File: src/rtl/jpeg_pkg.sv
// Shared definitions for the JPEG front-end ping-pong block buffer controller.
package jpeg_pkg;

  localparam logic [1:0] BUF_EMPTY   = 2'd0;
  localparam logic [1:0] BUF_FILLING = 2'd1;
  localparam logic [1:0] BUF_FULL    = 2'd2;
  localparam logic [1:0] BUF_BUSY    = 2'd3;

  localparam int BLOCK_PIX = 64;

  typedef enum logic [1:0] {
    ST_EMPTY   = BUF_EMPTY,
    ST_FILLING = BUF_FILLING,
    ST_FULL    = BUF_FULL,
    ST_BUSY    = BUF_BUSY
  } buf_state_e;

  function automatic logic [1:0] buf_onehot(input logic idx);
    return idx ? 2'b10 : 2'b01;
  endfunction

endpackage

File: src/rtl/jpeg_pingpong_block_ctrl_if.sv
// Pixel stream, buffer write port and DCT block handshake bundle.
interface jpeg_pingpong_block_ctrl_if #(parameter int DATA_WIDTH = 8);

  logic                  pix_valid;
  logic [DATA_WIDTH-1:0] pix_data;
  logic                  pix_ready;
  logic [1:0]            buf_wr_en;
  logic [DATA_WIDTH-1:0] buf_wr_data;
  logic                  blk_valid;
  logic                  blk_sel;
  logic                  blk_ready;
  logic                  blk_done;
  logic [15:0]           blk_count;
  logic                  err_done;

  modport master (
    output pix_valid, pix_data, blk_ready, blk_done,
    input  pix_ready, buf_wr_en, buf_wr_data, blk_valid, blk_sel, blk_count, err_done
  );

  modport slave (
    input  pix_valid, pix_data, blk_ready, blk_done,
    output pix_ready, buf_wr_en, buf_wr_data, blk_valid, blk_sel, blk_count, err_done
  );

endinterface

File: src/rtl/jpeg_buf_slot_fsm.sv
// Lifecycle of one block buffer: EMPTY -> FILLING -> FULL -> BUSY -> EMPTY.
module jpeg_buf_slot_fsm
  import jpeg_pkg::*;
(
  input  logic       clk,
  input  logic       rst,
  input  logic       fill_start,
  input  logic       fill_last,
  input  logic       take,
  input  logic       release_buf,
  output buf_state_e state
);

  buf_state_e state_r;
  buf_state_e state_nxt;

  // state register
  always_ff @(posedge clk or posedge rst) begin
    if (rst) begin
      state_r <= ST_EMPTY;
    end else begin
      state_r <= state_nxt;
    end
  end

  // next-state selection
  always_comb begin
    state_nxt = state_r;
    case (state_r)
      ST_EMPTY:   if (fill_start)  state_nxt = ST_FILLING; else state_nxt = ST_EMPTY;
      ST_FILLING: if (fill_last)   state_nxt = ST_FULL;    else state_nxt = ST_FILLING;
      ST_FULL:    if (take)        state_nxt = ST_BUSY;    else state_nxt = ST_FULL;
      ST_BUSY:    if (release_buf) state_nxt = ST_EMPTY;   else state_nxt = ST_BUSY;
      default:    state_nxt = ST_EMPTY;
    endcase
  end

  assign state = state_r;

endmodule

File: src/rtl/jpeg_pingpong_block_ctrl.sv
// Ping-pong controller: fills one 64-pixel buffer while the DCT reads the other.
module jpeg_pingpong_block_ctrl
  import jpeg_pkg::*;
#(
  parameter int DATA_WIDTH = 8,
  parameter int DEPTH      = BLOCK_PIX
) (
  input  logic                      clk,
  input  logic                      rst,
  jpeg_pingpong_block_ctrl_if.slave bus
);

  localparam logic [5:0] CNT_LAST = 6'(DEPTH - 1);

  buf_state_e            slot_state [2];
  logic                  wr_buf_r;
  logic                  rd_buf_r;
  logic [5:0]            fill_cnt_r;
  logic                  last_r;
  logic                  last_buf_r;
  logic [1:0]            wr_en_r;
  logic [DATA_WIDTH-1:0] wr_data_r;
  logic [15:0]           blk_count_r;
  logic                  err_r;

  logic       pix_ready_s;
  logic       accept_s;
  logic       any_busy_s;
  logic       busy_idx_s;
  logic       blk_valid_s;
  logic       blk_sel_s;
  logic       take_s;
  logic       release_s;
  logic [1:0] fill_start_s;
  logic [1:0] fill_last_s;
  logic [1:0] take_vec_s;
  logic [1:0] release_vec_s;

  // handshake decode from registered state only
  always_comb begin
    pix_ready_s   = (slot_state[wr_buf_r] == ST_EMPTY) || (slot_state[wr_buf_r] == ST_FILLING);
    accept_s      = bus.pix_valid && pix_ready_s;
    any_busy_s    = (slot_state[0] == ST_BUSY) || (slot_state[1] == ST_BUSY);
    busy_idx_s    = (slot_state[1] == ST_BUSY);
    blk_valid_s   = (slot_state[rd_buf_r] == ST_FULL) && !any_busy_s;
    take_s        = blk_valid_s && bus.blk_ready;
    release_s     = bus.blk_done && any_busy_s;
    fill_start_s  = accept_s ? buf_onehot(wr_buf_r) : 2'b00;
    fill_last_s   = last_r ? buf_onehot(last_buf_r) : 2'b00;
    take_vec_s    = take_s ? buf_onehot(rd_buf_r) : 2'b00;
    release_vec_s = release_s ? buf_onehot(busy_idx_s) : 2'b00;
    if (blk_valid_s) begin
      blk_sel_s = rd_buf_r;
    end else if (any_busy_s) begin
      blk_sel_s = busy_idx_s;
    end else begin
      blk_sel_s = rd_buf_r;
    end
  end

  for (genvar k = 0; k < 2; k++) begin : g_slot
    jpeg_buf_slot_fsm u_slot (
      .clk         (clk),
      .rst         (rst),
      .fill_start  (fill_start_s[k]),
      .fill_last   (fill_last_s[k]),
      .take        (take_vec_s[k]),
      .release_buf (release_vec_s[k]),
      .state       (slot_state[k])
    );
  end

  // fill pointer, write port, handoff counter and sticky error
  always_ff @(posedge clk or posedge rst) begin
    if (rst) begin
      wr_buf_r    <= 1'b0;
      rd_buf_r    <= 1'b0;
      fill_cnt_r  <= 6'd0;
      last_r      <= 1'b0;
      last_buf_r  <= 1'b0;
      wr_en_r     <= 2'b00;
      wr_data_r   <= '0;
      blk_count_r <= 16'd0;
      err_r       <= 1'b0;
    end else begin
      wr_en_r    <= fill_start_s;
      // FULL is marked one edge later, together with the 64th buffer write
      last_r     <= accept_s && (fill_cnt_r == CNT_LAST);
      last_buf_r <= wr_buf_r;
      if (accept_s) begin
        wr_data_r  <= bus.pix_data;
        fill_cnt_r <= fill_cnt_r + 6'd1;
        if (fill_cnt_r == CNT_LAST) begin
          wr_buf_r <= ~wr_buf_r;
        end
      end
      if (take_s) begin
        rd_buf_r    <= ~rd_buf_r;
        blk_count_r <= blk_count_r + 16'd1;
      end
      if (bus.blk_done && !any_busy_s) begin
        err_r <= 1'b1;
      end
    end
  end

  assign bus.pix_ready   = pix_ready_s;
  assign bus.buf_wr_en   = wr_en_r;
  assign bus.buf_wr_data = wr_data_r;
  assign bus.blk_valid   = blk_valid_s;
  assign bus.blk_sel     = blk_sel_s;
  assign bus.blk_count   = blk_count_r;
  assign bus.err_done    = err_r;

endmodule

File: src/flat_wrapper.sv
// flat-port wrapper written by rule: the top's interface ports become plain ports
module jpeg_pingpong_block_ctrl_flat import jpeg_pkg::*;
#(
  parameter int DATA_WIDTH = 8,
  parameter int DEPTH      = BLOCK_PIX
)
  (clk, rst, bus_pix_valid, bus_pix_data, bus_blk_ready, bus_blk_done, bus_pix_ready, bus_buf_wr_en, bus_buf_wr_data, bus_blk_valid, bus_blk_sel, bus_blk_count, bus_err_done);
  jpeg_pingpong_block_ctrl_if #(.DATA_WIDTH(DATA_WIDTH)) bus_i ();
  input  logic clk;
  input  logic rst;
  input wire logic [$bits(bus_i.pix_valid)-1:0] bus_pix_valid;
  input wire logic [$bits(bus_i.pix_data)-1:0] bus_pix_data;
  input wire logic [$bits(bus_i.blk_ready)-1:0] bus_blk_ready;
  input wire logic [$bits(bus_i.blk_done)-1:0] bus_blk_done;
  output wire logic [$bits(bus_i.pix_ready)-1:0] bus_pix_ready;
  output wire logic [$bits(bus_i.buf_wr_en)-1:0] bus_buf_wr_en;
  output wire logic [$bits(bus_i.buf_wr_data)-1:0] bus_buf_wr_data;
  output wire logic [$bits(bus_i.blk_valid)-1:0] bus_blk_valid;
  output wire logic [$bits(bus_i.blk_sel)-1:0] bus_blk_sel;
  output wire logic [$bits(bus_i.blk_count)-1:0] bus_blk_count;
  output wire logic [$bits(bus_i.err_done)-1:0] bus_err_done;
  assign bus_i.pix_valid = bus_pix_valid;
  assign bus_i.pix_data = bus_pix_data;
  assign bus_i.blk_ready = bus_blk_ready;
  assign bus_i.blk_done = bus_blk_done;
  assign bus_pix_ready = bus_i.pix_ready;
  assign bus_buf_wr_en = bus_i.buf_wr_en;
  assign bus_buf_wr_data = bus_i.buf_wr_data;
  assign bus_blk_valid = bus_i.blk_valid;
  assign bus_blk_sel = bus_i.blk_sel;
  assign bus_blk_count = bus_i.blk_count;
  assign bus_err_done = bus_i.err_done;
  jpeg_pingpong_block_ctrl #(.DATA_WIDTH(DATA_WIDTH), .DEPTH(DEPTH)) u_core (.clk(clk), .rst(rst), .bus(bus_i));
endmodule
File: config.mk
export PLATFORM = sky130hd
export DESIGN_NAME = jpeg_pingpong_block_ctrl_flat
export DESIGN_NICKNAME = d
export VERILOG_FILES = /design/src/rtl/jpeg_pkg.sv /design/src/rtl/jpeg_pingpong_block_ctrl_if.sv /design/src/rtl/jpeg_buf_slot_fsm.sv /design/src/rtl/jpeg_pingpong_block_ctrl.sv /design/src/flat_wrapper.sv
export SDC_FILE = /design/constraint.sdc
export NUM_CORES = 1
export LEC_CHECK = 0
export CAP_MARGIN = 30
export CORE_UTILIZATION = 40
export DETAILED_ROUTE_END_ITERATION = 10
export GPL_TIMING_DRIVEN = 0
export PLACE_DENSITY = 0.73
export SLEW_MARGIN = 20
export SYNTH_ARGS = -nofsm -noshare
export SYNTH_HDL_FRONTEND = slang
export SYNTH_SLANG_ARGS = --single-unit
File: constraint.sdc
create_clock -name clk -period 4.5 [get_ports clk]
set_clock_uncertainty 0.15 [all_clocks]
set_input_delay 0.45 -clock clk [delete_from_list [all_inputs] [get_ports clk]]
set_output_delay 0.45 -clock clk [all_outputs]
set_load 0.02 [all_outputs]
* Yosys cells after proc, flatten, opt, wreduce, memory -nomap -nowiden *
Cells that the tools add are included.

word-level totals
  bits in registers = 41
  input port bits = 13
  output and inout port bits = 30
  word-level logic and storage cells = 67

cells by class
  add/sub/neg operators = 2
  magnitude comparators = 2
  equality and inequality tests = 9
  mux-type cells = 26
  bitwise operators = 4
  reduce and logical (&&, ||, !) cells = 13

operators by type and width
  kind                                                  number
  two-way mux 2 bit                                     18
  adder 16 x 1 -> 16 bit (second input constant)        1
  one-hot mux 2 bit (4 select lines)                    2
  equality test 2 bit (second input constant)           5
  adder 6 x 1 -> 6 bit (second input constant)          1
  equality test 2 x 1 -> 1 bit (second input constant)  3
  equality test 6 bit (second input constant)           1
  logical AND 1 bit                                     6
  zero test 2 bit                                       3
  two-way mux 1 bit                                     6
  >= comparator 2 bit (second input constant)           2
  inverter 1 -> 2 bit                                   2
  logical OR 1 bit                                      2
  inverter 1 bit                                        2
  AND reduction 2 bit                                   1
  zero test 1 bit                                       1

* Logic depth before layout (Yosys ltp) *
Gate-level depths: netlist of the first run.

  depth in word-level cells = 10
  gate-level depth with buffers = 6
  depth with buffers taken out = 5

* By module *
From an unflattened synthesis of the first run, not the netlist that was laid out.

unflattened totals
  cells, all modules = 164
  area total of the unflattened synthesis = 1780.5 um^2

by module, submodules not included
  module                    times used  cells an instance  area an instance (um^2)  sequential area each (um^2)
  jpeg_pingpong_block_ctrl  1           148                1590.3                   925.9
  jpeg_buf_slot_fsm         2           8                  95.1                     50.0

* Worst setup path after synthesis of the first run *
No wires, ideal clock.

  path kind = reg2reg
  start = register u_core.g_slot[1].u_slot.state_r[1]
  end = register u_core.blk_count_r[1] (netlist: u_core.bus.blk_count[1])
  library setup time = 125 ps
  data arrival time = 1587 ps
  required time = 4225 ps
  path slack = 2639 ps
  cell stages (with the launch flop) = 6
  buffers on the path = 1
  clock period less this slack = 1861 ps
  path through = dfrtp_1 buf_2 mux2i_1 nor2_1 nand2_1 mux2_2

on the way
  word-level cells in the longest chain between the ends = 6
  elaborated cells between the ends (all ways) = 9
  those cells by class = eq/ne: 2; mux: 3; reduce/logical: 4

RTL lines
  element                                                RTL line                        text
  from (decl)                                            jpeg_buf_slot_fsm.sv:14         buf_state_e state_r;
  from (signal assigned)                                 jpeg_buf_slot_fsm.sv:22         state_r <= state_nxt;
  two-way mux 2 bit (not written as such) (3 in series)  jpeg_pingpong_block_ctrl.sv:45  blk_valid_s = (slot_state[rd_buf_r] == ST_FULL) && !any_busy_s;
  equality test 2 bit                                    jpeg_pingpong_block_ctrl.sv:45
  logical AND 1 bit *                                    jpeg_pingpong_block_ctrl.sv:45
  named net bus_blk_valid                                flat_wrapper.sv:18              output wire logic [$bits(bus_i.blk_valid)-1:0] bus_blk_valid;
  logical AND 1 bit *                                    jpeg_pingpong_block_ctrl.sv:46  take_s = blk_valid_s && bus.blk_ready;
  to (signal assigned)                                   jpeg_pingpong_block_ctrl.sv:99  blk_count_r <= blk_count_r + 16'd1;
  to (decl)                                              jpeg_pingpong_block_ctrl.sv:23  logic [15:0] blk_count_r;

The timed path passes the listed nets; every way through them passes the cells marked *. The select of a mux whose other input is x is not followed.
A chain may end at the register's enable or synchronous reset.

* Worst setup path after layout of the first run *
  start = register u_core.g_slot[1].u_slot.state_r[1]
  end = output bus_blk_valid

on the way
  word-level cells in the longest chain between the ends = 5
  elaborated cells between the ends (all ways) = 8
  those cells by class = eq/ne: 2; mux: 3; reduce/logical: 3

RTL lines
  element                                                RTL line
  two-way mux 2 bit (not written as such) (3 in series)  jpeg_pingpong_block_ctrl.sv:45
  equality test 2 bit                                    jpeg_pingpong_block_ctrl.sv:45
  logical AND 1 bit *                                    jpeg_pingpong_block_ctrl.sv:45
  to (decl)                                              flat_wrapper.sv:18

Mark *: on every way between the ends. The rest lies on a longest branch, timed or not. The select of a mux whose other input is x is not followed.

==> results of run 1 <==
==> state kept, by name, summed over array words and instances (netlist names) <==
signal	count
u_core.fill_cnt_r	6
u_core.bus.buf_wr_data	8
u_core.bus.err_done	1
u_core.rd_buf_r	1
u_core.last_buf_r	1
u_core.last_r	1
u_core.bus.buf_wr_en	2
u_core.g_slot.u_slot.state	4
u_core.wr_buf_r	1
u_core.bus.blk_count	16
==> power by group <==
| group | total (mW) | internal (mW) | switching [mW] |
|---|---|---|---|
| sequential | 0.557 | 0.465 | 0.0925 |
| clock | 0.235 | 0.122 | 0.113 |
| combinational | 0.496 | 0.241 | 0.255 |
==> layer usage <==
layer | up-vias | track usage, % | part of all wire, %
met1 | 605 | 22.1 | 50
li1 | 630 | - | -
met3 | 5 | 6.00 | 2.6
met4 | 0 | 7.03 | 1.8
met2 | 25 | 23.9 | 45
met5 | - | 0 | 0
==> critical path, delay by kind of cell, from the launching register on <==
kind          cells  cell delay, ns
buf+inv           2            0.74
flops             1            0.39
mux               1            0.38
simple gates      1            0.12
==> synth_stat cells (all sizes together) <==
library cell	instances	area, um^2
xnor2	18	158
nand3	5	25.0
nor3b	2	15.0
xor2	4	35.0
nor2	2	7.51
a21oi	1	5.00
ha	2	25.0
nor3	3	31.3
and3b	1	8.76
o21ai	2	10.0
and3	3	18.8
dfrtp	41	1030
a21boi	1	7.51
a41oi	1	8.76
mux2	1	11.3
a31oi	4	25.0
and4	3	26.3
nand4	9	56.3
a22o	2	26.3
inv	2	7.51
and2	2	12.5
buf	3	23.8
a21o	1	7.51
mux2i	3	30.0
nand2	38	143
o211ai	1	7.51
==> cells by family after synthesis <==
kind of cell	count (synthesis)	share of synthesized area (%)
AND/OR/NAND/NOR	68	19.6
multiplexers	4	2.35
AO/OA/AOI/OAI	13	5.55
adder cells (fa/ha/maj)	2	1.42
buffers and inverters	5	1.78
flip-flops	41	58.4
XOR/XNOR	22	11.0
==> cell type report <==
| type | instances | area [um^2] | share of cell area, % |
|---|---|---|---|
| Sequential cell | 41 | 1030 | 43.6 |
| Multi-Input combinational cell | 109 | 701 | 29.8 |
| Timing Repair Buffer | 43 | 448 | 19.0 |
| Clock buffer | 7 | 86.3 | 3.67 |
| Tap cell | 50 | 62.6 | 2.66 |
| Buffer | 3 | 23.8 | 1.01 |
| Inverter | 2 | 7.51 | 0.319 |
==> metrics by stage <==
step           util (%)  cell area, um^2  setup slack [ns]  instances
6_report           57.2             2350              1.98        255
5_1_grt            57.2             2350              1.86        255
4_1_cts            57.2             2350              1.96        255
3_5_place_dp       55.1             2270              2.29        248
3_3_place_gp       54.5             2240              2.10        247
2_1_floorplan         -             1760              2.64        155
==> worst max path at each step <==
stage,start,depth (start not counted),slack (ns),endpoint
6_report,u_core.g_slot[1].u_slot.state[1],4,1.98,bus_blk_valid
4_1_cts,u_core.g_slot[1].u_slot.state[1],4,1.96,bus_blk_valid
3_3_place_gp,rst,2,2.10,u_core.bus.buf_wr_en[1]
5_1_grt,u_core.g_slot[1].u_slot.state[1],4,1.86,bus_blk_valid
2_1_floorplan,u_core.g_slot[1].u_slot.state[1],5,2.64,u_core.bus.blk_count[1]
3_5_place_dp,u_core.g_slot[1].u_slot.state[1],4,2.29,bus_blk_valid
==> results.sh, run 1 <==
export IMPL_tns_ns=0
export IMPL_critical_path_class="register to primary output"
export IMPL_finalPower_mw=1.29
export IMPL_relSlewSlack_pct=63.8
export IMPL_area_growth_syn_to_layout_pct=34.0
export IMPL_report_final_setup_viol=0
export IMPL_die_h_um=68.3
export IMPL_required_ns=3.90
export IMPL_ant_nets=0
export IMPL_worst_r2r_cell_count=5
export IMPL_lkg_pwr_nw=1.05
export IMPL_ys_seq_area_share_pct=58.4
export IMPL_floorplan_die_width_um=68.3
export IMPL_dr_pass1_iters=4
export IMPL_boundaryPins=43
export IMPL_start_util_pct=42.7
export IMPL_run_status="complete, no violations"
export IMPL_tightestPinTransition_ns=0.540
export IMPL_yosys_warnings=0
export IMPL_place_hpwl_mm=2.39
export IMPL_dr_first_iter_drc_count=47
export IMPL_placementRows=23
export IMPL_fin_nets=220
export IMPL_antenna_diode_count=0
export IMPL_final_common_cell="sky130_fd_sc_hd__clkdlybuf4s50_1"
export IMPL_grt_overflow=0
export IMPL_routabilityCongestion=0.693
export IMPL_hold_worst_slack_ns=0.308
export IMPL_min_delay_endpoint="u_core.bus.err_done"
export IMPL_via_count=1265
export IMPL_synth_cells=155
export IMPL_grt_max_degree=22
export IMPL_rr_startpoint="u_core.g_slot[1].u_slot.state[1]"
export IMPL_fillers=367
export IMPL_worst_path_max_delay_cell="sky130_fd_sc_hd__clkdlybuf4s50_1"
export IMPL_leading_cell_types_in_the_layout_fill_and_taps_excluded="42 x sky130_fd_sc_hd__clkdlybuf4s50_1, 41 x sky130_fd_sc_hd__dfrtp_1, 38 x sky130_fd_sc_hd__nand2_1"
export IMPL_worst_hold_path_class="register to register"
export IMPL_die_area_um2=4660
export IMPL_wl_per_cell_um=13.0
export IMPL_clk_latency_ns=0.29
export IMPL_cts_resized=0
export IMPL_drcViolationCount=0
export IMPL_cts_tree="built"
export IMPL_route_final_wire_length_mm=3.31
export IMPL_post_synth_instance_area_um2=1760
export IMPL_crit_path_start_kind="register"
export IMPL_cts_hold_buf=0
export IMPL_maxCapViolations=0
export IMPL_slowest_delay_ns=0.56
export IMPL_synth_cell_type_count=31
export IMPL_worst_ep_arrival_time_ns=1.92
export IMPL_finalCritPeriodShare_pct=56.1
export IMPL_number_of_antenna_violations_at_the_first_check_in_global_routing=0
export IMPL_tritoncts_num_sinks=41
export IMPL_r2r_end="u_core.bus.blk_count[1]"
export IMPL_holdCritStartpoint="u_core.bus.err_done"
export IMPL_timing_final_max_slew_violations=0
export IMPL_timing_hold_violations_final=0
export IMPL_grt_usage_pct=16.5
export IMPL_critPathMaxFanout=10
export IMPL_synth_fp_nets=170
export IMPL_io_buffers=42
export IMPL_first_pass_grt_wire_length_mm=5.46
export IMPL_power_density_nw_per_um2=547
export IMPL_worst_setup_hold_path_clk_slew_ns=0.07
export IMPL_clk_path_buf_depth=2
export IMPL_timing_critical_path_to_type="primary output"
export IMPL_timing_fmax_mhz=396
export IMPL_clock_root_buffer="sky130_fd_sc_hd__clkbuf_8"
export IMPL_synthesis_area_per_instance_um2=11.3
export IMPL_period_needed_ns=2.52
export IMPL_vias_per_cell=4.96
export IMPL_final_layout_size_suffix_gt1_share_pct=7.32
export IMPL_core_area_um2=4120
export IMPL_yosys_register_bits=41
export IMPL_first_global_vias=1161
export IMPL_clock_tree_htree_level_count=2
export IMPL_vdd_drop_max_mv=0.246
export IMPL_cts_made_buffers=5
export IMPL_setup_repair_after_global_routing_missed_its_margin="false"
export IMPL_cts_post_setup_buffers_inserted=0
export IMPL_reg2reg_setup_slack_ns=2.62
export IMPL_critical_path_cell_sequence="buf_2, mux2i_1, nor2_1, clkdlybuf4s50_1"
export IMPL_timing_hold_worst_path_depth=1
Note: power is estimated with default switching activity, not from simulation.
==> run 2, diff against run 1 <==
- PLACE_DENSITY: 0.73 -> 0.75
- clock period: 4.5 -> 2.1 ns (I/O delays scaled with it)
==> run 2 against run 1 <==
  * Sequential share of layout area rose by 0.19 points
  * Sequential cell count unchanged
  * First-iteration DRC count is 4.3% higher
  * Hold slack lost 0.30 ns
  * Die area unchanged
  * Utilization fell by 0.24 points
  * Final cell count up 0.39%
  * Register-to-register slack worse by 2.3 ns
  * Critical endpoint is now bus_blk_sel
==> results.sh, run 2 (synthesized netlist as in run 1, its figures left out) <==
export IMPL_run_status="complete, no violations"
export IMPL_start_util_pct=42.7
export IMPL_required_ns=1.74
export IMPL_final_instance_count_excl_fill=256
export IMPL_tightestPinTransition_ns=0.485
export IMPL_route_final_wire_length_mm=3.33
export IMPL_die_h_um=68.3
export IMPL_dr_pass1_iters=4
export IMPL_met1_length_mm=1.50
export IMPL_worst_ep_arrival_time_ns=1.64
export IMPL_drcViolationCount=0
export IMPL_core_area_um2=4120
export IMPL_first_pass_grt_wire_length_mm=5.64
export IMPL_routabilityCongestion=0.759
export IMPL_cts_hold_buf=0
export IMPL_timing_final_max_slew_violations=0
export IMPL_clock_root_buffer="sky130_fd_sc_hd__clkbuf_8"
export IMPL_grt_overflow=0
export IMPL_cts_tree="built"
export IMPL_floorplan_die_width_um=68.3
export IMPL_route_met3_wl_um=208
export IMPL_fin_util_pct=57.0
export IMPL_ff_latch_area_um2=1030
export IMPL_final_layout_size_suffix_gt1_share_pct=8.25
export IMPL_crit_path_start_kind="register"
export IMPL_place_hpwl_mm=2.36
export IMPL_die_area_um2=4660
export IMPL_finalCritPeriodShare_pct=95.2
export IMPL_setup_repair_after_global_routing_missed_its_margin="false"
export IMPL_tritoncts_num_sinks=41
export IMPL_critPathMaxFanout=9
export IMPL_vias_per_cell=5.09
export IMPL_vdd_drop_max_mv=0.546
export IMPL_relSlewSlack_pct=67.5
export IMPL_ant_nets=0
export IMPL_clock_tree_htree_level_count=2
export IMPL_tns_ns=0
export IMPL_place_inst=248
export IMPL_worst_path_max_delay_cell="sky130_fd_sc_hd__clkdlybuf4s50_1"
export IMPL_placementRows=23
export IMPL_maxCapViolations=0
export IMPL_antenna_diode_count=0
export IMPL_worst_hold_path_class="primary input to asynchronous set/reset pin"
export IMPL_multiInputGateArea_um2=704
export IMPL_period_needed_ns=2.00
export IMPL_wl_per_cell_um=13.0
export IMPL_via_count=1302
export IMPL_topRoutingLayerUsed="met4"
export IMPL_first_global_vias=1278
export IMPL_setup_worst_path_start="u_core.g_slot[0].u_slot.state[1]"
export IMPL_lkg_pwr_nw=1.04
export IMPL_timing_hold_violations_final=0
export IMPL_critical_path_class="register to primary output"
export IMPL_boundaryPins=43
export IMPL_critical_path_top_delay_family="buffers and inverters"
export IMPL_clk_path_buf_depth=2
export IMPL_worst_setup_hold_path_clk_slew_ns=0.08
export IMPL_largest_reg_flops=16
export IMPL_final_common_cell="sky130_fd_sc_hd__dfrtp_1"
export IMPL_power_density_nw_per_um2=1170
export IMPL_report_final_setup_viol=0
export IMPL_worst_r2r_cell_count=4
export IMPL_wl_met2_mm=1.55
export IMPL_grt_max_degree=33
export IMPL_rr_startpoint="u_core.g_slot[1].u_slot.state[0]"
export IMPL_fillers=384
export IMPL_cts_made_buffers=5
export IMPL_number_of_antenna_violations_at_the_first_check_in_global_routing=0
export IMPL_critical_path_cell_count=4
export IMPL_io_buffers=42
export IMPL_critical_path_cell_sequence="buf_6, nand2_1, a22o_1, clkdlybuf4s50_1"
export IMPL_dr_first_iter_drc_count=49
export IMPL_clk_latency_ns=0.29
export IMPL_area_growth_syn_to_layout_pct=33.4
export IMPL_timing_fmax_mhz=500
export IMPL_timing_critical_path_to_type="primary output"
export IMPL_leading_cell_types_in_the_layout_fill_and_taps_excluded="41 x sky130_fd_sc_hd__dfrtp_1, 40 x sky130_fd_sc_hd__clkdlybuf4s50_1, 38 x sky130_fd_sc_hd__nand2_1"
export IMPL_finalPower_mw=2.74
export IMPL_grt_usage_pct=16.8
export IMPL_slowest_delay_ns=0.59
export IMPL_fin_nets=220
export IMPL_critical_path_n_buffers_inverters=2
==> run 2: stage by stage <==
step | hold WS [ns] | cell area [um^2] | setup WS (ns)
floorplan | 0.165 | 1760 | 0.239
global placement | 0.289 | 2240 | -0.0354
detailed placement | 0.296 | 2260 | 0.160
CTS | 0.00776 | 2340 | 0.0914
global route | 0.0309 | 2340 | 0.00957
finish | 0.00623 | 2340 | 0.101
==> run 2: final cells by class <==
type / instances / area share (%)
Sequential cell: 41 / 43.8
Multi-Input combinational cell: 109 / 30.0
Timing Repair Buffer: 43 / 18.7
Clock buffer: 6 / 3.09
Tap cell: 50 / 2.67
Buffer: 3 / 1.01
Clock inverter: 2 / 0.427
Inverter: 2 / 0.320
==> run 2: final timing paths <==
| check | slack, ns | to |
|---|---|---|
| max | 0.10 | bus_blk_sel |
| min | 0.006 | u_core.bus.buf_wr_data[3] |
| max reg2reg | 0.28 | u_core.bus.blk_count[8] |
| min reg2reg | 0.31 | u_core.bus.err_done |
| max in group asynchronous | 1.37 | u_core.bus.blk_count[2] |
| min in group clk | 0.29 | u_core.bus.buf_wr_data[3] |
==> run 2: power by group <==
group / internal [mW] / switching, mW
combinational: 0.507 / 0.548
sequential: 0.996 / 0.205
clock: 0.230 / 0.258
==> run 2: metal layers <==
metal | vias up | global-route usage [%]
met1 | 629 | 19.9
met2 | 37 | 27.2
met5 | - | 0
met3 | 6 | 6.00
met4 | 0 | 7.03
li1 | 630 | -
==> run 2: repair_timing <==
item | 4_1_cts | 5_1_grt
endpoints found under the setup margin | 2 | 0
buffers inserted | 0 | 0
gates resized for setup | 3 | 0
